[config.mk]
export PLATFORM = sky130hd
export DESIGN_NAME = pingpong_stream_reader
export DESIGN_NICKNAME = d
export VERILOG_FILES = /design/src/rtl/pingpong_stream_reader.sv
export SDC_FILE = /design/constraint.sdc
export NUM_CORES = 1
export LEC_CHECK = 0
export CORE_ASPECT_RATIO = 0.75
export CORE_MARGIN = 2
export CORE_UTILIZATION = 48
export CTS_BUF_LIST = sky130_fd_sc_hd__clkbuf_16
export DETAILED_ROUTE_END_ITERATION = 7
export HOLD_SLACK_MARGIN = 0.05
export PLACE_DENSITY = 0.66
export SKIP_CTS_REPAIR_TIMING = 1
export SYNTH_ARGS = -nofsm -noshare
export SYNTH_HDL_FRONTEND = slang
export SYNTH_SLANG_ARGS = --single-unit
export TNS_END_PERCENT = 5
[constraint.sdc]
create_clock -name tx_clk -period 4 [get_ports tx_clk]
set_clock_uncertainty 0.2 [all_clocks]
set_input_delay 1.2 -clock tx_clk [delete_from_list [all_inputs] [get_ports tx_clk]]
set_output_delay 1.2 -clock tx_clk [all_outputs]
set_load 0.02 [all_outputs]
[src/rtl/pingpong_stream_reader.sv]
// Read-side consumer of the ping-pong pixel buffer: credit-driven read requests,
// a show-ahead skid FIFO, and a valid/ready pixel stream with frame/line markers.
module pingpong_stream_reader #(
    parameter int H_ACTIVE = 1920,
    parameter int V_ACTIVE = 1080,
    parameter int DEPTH    = 8,
    parameter int READ_LAT = 2
) (
    input  logic        tx_clk,
    input  logic        tx_rst_n,
    input  logic        enable,
    input  logic        tx_data_ready_out,
    output logic        tx_read_in,
    input  logic [23:0] tx_data,
    input  logic        tx_valid,
    output logic [23:0] m_data,
    output logic        m_valid,
    input  logic        m_ready,
    output logic        m_sof,
    output logic        m_eol,
    output logic        frame_done,
    output logic        ovf_err
);
    localparam int AW = $clog2(DEPTH);
    localparam int HW = (H_ACTIVE > 1) ? $clog2(H_ACTIVE) : 1;
    localparam int VW = (V_ACTIVE > 1) ? $clog2(V_ACTIVE) : 1;
    localparam logic [AW:0]   DEPTH_OCC = (AW+1)'(DEPTH);
    localparam logic [AW+1:0] DEPTH_CR  = (AW+2)'(DEPTH);
    localparam logic [HW-1:0] H_LAST    = HW'(H_ACTIVE - 1);
    localparam logic [VW-1:0] V_LAST    = VW'(V_ACTIVE - 1);

    logic [23:0]         mem [DEPTH];
    logic [AW-1:0]       wr_ptr;
    logic [AW-1:0]       rd_ptr;
    logic [AW-1:0]       rd_ptr_inc;
    logic [AW:0]         occ;
    logic [READ_LAT-1:0] rd_hist;
    logic [HW-1:0]       h_cnt;
    logic [VW-1:0]       v_cnt;
    logic [AW+1:0]       inflight;
    logic [AW+1:0]       credit_need;
    logic                pop;
    logic                push;
    logic                occ_one;
    logic                read_next;
    logic                h_last;
    logic                v_last;

    assign m_valid    = (occ != '0);
    assign pop        = m_valid & m_ready;
    assign push       = tx_valid & ((occ < DEPTH_OCC) | pop);
    assign occ_one    = (occ == (AW+1)'(1));
    assign rd_ptr_inc = rd_ptr + AW'(1);
    assign h_last     = (h_cnt == H_LAST);
    assign v_last     = (v_cnt == V_LAST);
    assign m_sof      = m_valid & (h_cnt == '0) & (v_cnt == '0);
    assign m_eol      = m_valid & h_last;

    // Reads still in the buffer's pipeline, counting the one on the wire right now.
    always_comb begin
        inflight = {{(AW+1){1'b0}}, tx_read_in};
        for (int i = 0; i < READ_LAT; i++) begin
            inflight = inflight + {{(AW+1){1'b0}}, rd_hist[i]};
        end
    end

    assign credit_need = {1'b0, occ} + inflight + {{(AW+1){1'b0}}, 1'b1};
    assign read_next   = enable & tx_data_ready_out & (credit_need <= DEPTH_CR);

    always_ff @(posedge tx_clk) begin
        if (push) begin
            mem[wr_ptr] <= tx_data;
        end
    end

    always_ff @(posedge tx_clk or negedge tx_rst_n) begin
        if (!tx_rst_n) begin
            wr_ptr     <= '0;
            rd_ptr     <= '0;
            occ        <= '0;
            rd_hist    <= '0;
            tx_read_in <= 1'b0;
            m_data     <= '0;
            h_cnt      <= '0;
            v_cnt      <= '0;
            frame_done <= 1'b0;
            ovf_err    <= 1'b0;
        end else begin
            tx_read_in <= read_next;
            for (int i = READ_LAT - 1; i > 0; i--) begin
                rd_hist[i] <= rd_hist[i-1];
            end
            rd_hist[0] <= tx_read_in;

            if (push) begin
                wr_ptr <= wr_ptr + AW'(1);
            end
            if (pop) begin
                rd_ptr <= rd_ptr_inc;
            end
            if (push && !pop) begin
                occ <= occ + (AW+1)'(1);
            end else if (pop && !push) begin
                occ <= occ - (AW+1)'(1);
            end
            if (tx_valid && !push) begin
                ovf_err <= 1'b1;
            end

            // m_data tracks the head; it holds the last shown word once the FIFO empties.
            if (pop && !occ_one) begin
                m_data <= mem[rd_ptr_inc];
            end else if (push && (!m_valid || (pop && occ_one))) begin
                m_data <= tx_data;
            end

            frame_done <= pop & h_last & v_last;
            if (pop) begin
                if (h_last) begin
                    h_cnt <= '0;
                    v_cnt <= v_last ? '0 : v_cnt + VW'(1);
                end else begin
                    h_cnt <= h_cnt + HW'(1);
                end
            end
        end
    end
endmodule

==> Yosys cells after proc, flatten, opt, wreduce, memory -nomap -nowiden <==
Memory sizes are Yosys's and may differ from the RTL's.
Cells that the tools add are included.
{ "word_totals": {"reg_bits": 61, "mem_bits_rw": 192, "output_inout_bits": 30, "elab_cells": 61, "memories": 1} }
{ "op_classes": {"add_sub_neg": 10, "magnitude_cmp": 2, "eq_ne": 3, "muxes": 8, "n_bitwise": 10, "n_reduce_logical": 17} }
{ "mem_list": {"columns": ["name", "words", "word_bits", "rd", "rd_clocked_by_memory_dff", "wr", "line", "rtl"], "rows": [
  ["mem", 8, 24, 1, 0, 1, "32", "logic [23:0] mem [DEPTH];"]
]} }
{ "op_table": {"columns": ["operator", "n"], "rows": [
  ["two-way mux 24 bit", 2],
  ["adder 11 x 1 -> 11 bit, second input constant", 2],
  ["equality test 11 bit, second input constant", 2],
  ["logical NOT 11 bit", 2],
  ["two-way mux 11 bit", 2],
  ["AND 1 bit", 9],
  ["two-way mux 4 bit", 2],
  ["adder 3 x 1 -> 3 bit, second input constant", 2],
  ["logical AND 1 bit", 6],
  ["adder 4 x 3 -> 5 bit", 1],
  ["adder 5 x 1 -> 5 bit, second input constant", 1],
  ["less-or-equal comparator 5 x 4 -> 1 bit, second input constant", 1],
  ["adder 4 x 1 -> 4 bit, second input constant", 1],
  ["equality test 4 x 1 -> 1 bit, second input constant", 1],
  ["logical NOT 1 bit", 4],
  ["< comparator 4 bit, second input constant", 1],
  ["nonzero test 2 bit", 2],
  ["nonzero test 4 bit", 1],
  ["subtractor 4 x 1 -> 4 bit, second input constant", 1],
  ["adder 2 x 1 -> 3 bit", 1],
  ["adder 1 x 1 -> 2 bit", 1],
  ["two-way mux 1 bit", 2],
  ["AND reduction 2 bit", 1],
  ["logical OR 1 bit", 1],
  ["bitwise OR 1 bit", 1]
]} }

==> Logic depth before layout (Yosys ltp) <==
Gate-level depths: netlist of run 1.
{ "depth": {"word_depth": 8, "depth_mapped": 9, "mapped_depth_nobuf": 9} }

==> Worst setup path after synthesis of run 1 <==
No wires, ideal clock.
{ "synth_path": {"path_kind": "input to register", "start": "input port m_ready", "end": "memory mem[0][0], enable pin", "setup_time_ps": 435, "t_arrival_ps": 3329, "setup_slack_ps": 36, "stages": 5, "path_cell_list": "nand2b_1 > nand2_1 > inv_1 > nand2b_1 > nor3_1"} }
{ "synth_between": {"elab_chain_len": 5} }
{ "synth_rtl": {"columns": ["element", "line", "rtl"], "rows": [
  ["start, declared", "18", "input logic m_ready,"],
  ["AND 1 bit", "50", "assign pop = m_valid & m_ready;"],
  ["bitwise OR 1 bit", "51", "assign push = tx_valid & ((occ < DEPTH_OCC) | pop);"],
  ["AND 1 bit", "51", null],
  ["via push", "43", "logic push;"],
  ["two-way mux 1 bit", "71", "if (push) begin"],
  ["two-way mux 1 bit (not written as such)", "72", "mem[wr_ptr] <= tx_data;"],
  ["end, declared", "32", null]
]} }
The timed path passes the listed nets, and every way through them passes these cells.

==> Worst setup path in the final report of run 1 <==
{ "layout_path": {"start": "register occ[1]", "end": "output port m_eol"} }
{ "layout_between": {"elab_chain_len": 2} }
{ "layout_rtl": {"columns": ["element", "line", "rtl"], "rows": [
  ["start, declared", "36", "logic [AW:0] occ;"],
  ["start signal, assigned", "102", "occ <= occ + (AW+1)'(1);"],
  ["start signal, assigned", "104", "occ <= occ - (AW+1)'(1);"],
  ["nonzero test 4 bit", "49", "assign m_valid = (occ != '0);"],
  ["AND 1 bit", "57", "assign m_eol = m_valid & h_last;"],
  ["end, declared", "20", "output logic m_eol,"]
]} }
No other way between the ends.

==> run_results.csv, run 1 <==
group,metric,value,unit
status,outcome,"completed",
setup_path,cp.required,2.60,ns
sta,period_minus_slack,3.79,ns
synth,ys_types,55,
routing,firstDrtPassIters,5,
clock_tree,cts_root_buffer,"clkbuf_16",
setup_path,critPathMaxStageDelay,0.55,ns
clock_tree,clk_pin_slew,0.06,ns
synth,synthSimpleGateAreaFrac,0.0869,
sta,fin_tns_setup,0,ns
synth,synth_most_common_cell,"edfxtp_1",
global_routing,grt_pass1_wl,34300,um
sta,slew_headroom,0.423,
floorplan,fp.coreArea,21400,um2
power,p_per_area,777,nW/um2
clock_tree,clk_path_buf_depth,3,
routing,wl,21300,um
synth,syn_area,10500,um2
clock_tree,htreeDepth,1,
clock_tree,clock-sinks,253,
power,swShare,0.348,
sta,final_hold_viol_count,0,
sta,fin_crit_sh,0.946,
setup_path,end_kind,"primary output",
global_routing,grt_max_degree,49,
floorplan,num_rows,46,
synth,yosysWarnings,0,
synth,synth_cells,709,
finish,drive_gt1_frac,0.117,
power,intPower,6.30,mW
synth,synth_fa_ha_area_frac,0.0192,
synth,synth_area_leaders,"edfxtp_1 (55%), dfrtp_1 (14%), mux2i_1 (9.2%)",
flow_run,drv_cap,0,
setup_path,start_kind,"flop",
routing,ant_nets,0,
floorplan,die_area,23200,um2
power,p_seq_frac,0.371,
synth,synth_nets,754,
synth,synth-main-ff-cell,"edfxtp_1",
finish,fin_nets,830,
routing,drcViolationCount,0,
synth,seq_area_frac_synth,0.692,
global_routing,grt_antenna_before_repair,0,
floorplan,initial_core_util,0.493,
setup_path,critPathMaxFanout,6,
routing,drtIter0Drc,538,
global_routing,overflow,0,
synth,yosysTopAreaCell,"edfxtp_1",
floorplan,ios,60,
setup_path,cp_cell_sequence,"inv_1 > ha_1 > nor3b_4 > nor2_1 > clkdlybuf4s50_1",
sta,maxSlewViolCount,0,
synth,synth_area_per_cell,14.9,um2
synth,synth_top_family_by_area,"multiplexers",
global_routing,grt_pass1_vias,6131,
place,finalWeightedCongestion,0.764,
sta,clock.fmax,264,MHz
setup_path,cp_slowest_cell,"clkdlybuf4s50_1",
synth,synth-edff-count,192,
power,netSwitchingPower,3.36,mW
power,pwr-share-clk,0.248,
floorplan,die_h,132,um
clock_tree,cts_tree,"done",
place,placed_cell_area,11600,um2
floorplan,die_w,175,um
synth,ys_ff_latch,253,
synth,async_reset_ff_frac,0.241,
clock_tree,worstSkewPairLatency,0.53,ns
finish,postLayoutCellArea,12400,um2
sta,rsz0062_at_grt,"no",
finish,area_growth,17.9,%
place,place_hpwl,12800,um
global_routing,grt.total_usage,0.189,
routing,vias_per_cell,5.55,
routing,post_drt_wl_per_cell,19.5,um
finish,antennaDiodeCount,0,
synth,synth_common_cells,"edfxtp_1 (192), mux2i_1 (97), dfrtp_1 (61)",
power,p_comb_frac,0.382,
synth,synth-xor-area-share,0.0166,
power,p_leak,4.62,nW
synth,synth_top_area_share,0.547,
worst_hold_path,hp-class,"reg -> reg",
routing,vias,6061,
sta,setup_viol,0,
sta,holdWs,0.193,ns
power,vdd_drop_max,0.530,mV
setup_path,crit_arrival,2.39,ns
synth,synth.area.mux_share,0.0922,
place,io_buffer_count,59,
synth,synth_compound_area_frac,0.0671,
setup_path,critical_path_class,"reg -> out",
sta,tightest_slew,0.861,ns
clock_tree,cts_buffers,25,
## sequential cells by signal, summed over array words and instances (netlist names)
name	flops
mem	192
m_data	24
h_cnt	11
v_cnt	11
occ	4
rd_ptr	3
wr_ptr	3
rd_hist	2
frame_done	1
ovf_err	1
tx_read_in	1
## cells in the final DEF, fill, tap and decap left out, types with 3 or more instances in the layout
cell type,n
nor2_2,8
a22oi_1,48
clkinv_2,6
bufinv_16,4
clkbuf_16,25
and3_1,4
nand2_1,54
dfrtp_1,61
nand4_1,4
xnor2_1,15
buf_12,7
and2_1,3
a31oi_1,21
clkinv_1,4
edfxtp_1,192
ha_1,12
nand2b_1,6
xor2_1,5
nor2b_1,4
nor2_1,38
inv_1,16
nor3_2,4
clkdlybuf4s50_1,57
a21oi_1,3
o21ai_0,9
mux2i_1,97
a31oi_2,3
buf_4,17
nand3_1,35
## power groups by stage
stage | Combinational, mW | Sequential, mW | Clock, mW
2_1_floorplan | 2.50 | 3.70 | 0
3_3_place_gp | 3.61 | 3.60 | 0
3_5_place_dp | 3.71 | 3.63 | 0
4_1_cts | 3.72 | 3.58 | 2.45
5_1_grt | 4.02 | 3.63 | 2.57
6_report | 3.68 | 3.58 | 2.39
## cell type report
cell class | count | area, um2
multi-input cells | 407 | 3020
fillers | 1664 | 8930
clock inverters | 21 | 215
repair buffers | 83 | 856
well taps | 288 | 360
inverters | 15 | 58.8
flip-flops and latches | 253 | 7290
clock buffers | 25 | 626
## kinds of logic (layout without fill, tap and decap cells)
family,count (synthesis),count (layout)
xor+xnor,20,20
compound gates,95,95
fa+ha+maj,15,15
mux,97,97
flops,253,253
buf+inv,49,144
simple gates,180,180
## final timing paths
| check | start | end | slack (ns) | cells after the start |
|---|---|---|---|---|
| worst min register to register | rd_hist[0] | rd_hist[1] | 0.19 | 0 |
| worst max register to register | rd_ptr[0] | m_data[3] | 1.39 | 7 |
| min in group asynchronous | tx_rst_n | tx_read_in | 0.41 | 1 |
| worst max-delay path | occ[1] | m_eol | 0.21 | 5 |
| max in group asynchronous | tx_rst_n | h_cnt[7] | 2.46 | 2 |
| worst min-delay path | rd_hist[0] | rd_hist[1] | 0.19 | 0 |
## critical path, delay by kind of cell (launching register included)
| family | cells | cell delay (ns) |
|---|---|---|
| and+or+nand+nor | 2 | 0.50 |
| DFF | 1 | 0.44 |
| adders and majority gates | 1 | 0.20 |
| buffers and inverters | 2 | 0.72 |
## metrics by stage
step / util / setup WS [ns] / instances / power, mW
floorplan: - / 0.0358 / 709 / 6.20
global placement: 0.542 / 0.396 / 1046 / 7.21
detailed placement: 0.542 / 0.335 / 1046 / 7.33
CTS: 0.582 / 0.00257 / 1092 / 9.75
global route: 0.582 / 0.0859 / 1092 / 10.2
finish: 0.582 / 0.215 / 1092 / 9.65
## routing by layer
layer  track usage  vias to the layer above  share of wire
li1              -                     2833              -
met1         0.274                     3060           0.47
met2         0.302                      138           0.47
met3        0.0329                       30          0.047
met4        0.0403                        0          0.017
met5             0                        -              0
Note: power is estimated with default switching activity, not from simulation.
==> run 2, diff against run 1 <==
--- a/config.mk
+++ b/config.mk
@@ -10,7 +10,7 @@
 export CORE_UTILIZATION = 48
 export CTS_BUF_LIST = sky130_fd_sc_hd__clkbuf_16
 export DETAILED_ROUTE_END_ITERATION = 7
-export HOLD_SLACK_MARGIN = 0.05
+export HOLD_SLACK_MARGIN = 0.12
 export PLACE_DENSITY = 0.66
 export SKIP_CTS_REPAIR_TIMING = 1
 export SYNTH_ARGS = -nofsm -noshare
==> results of run 2 <==
Same layout as run 1: the final DEF is identical, and so are final timing and power.
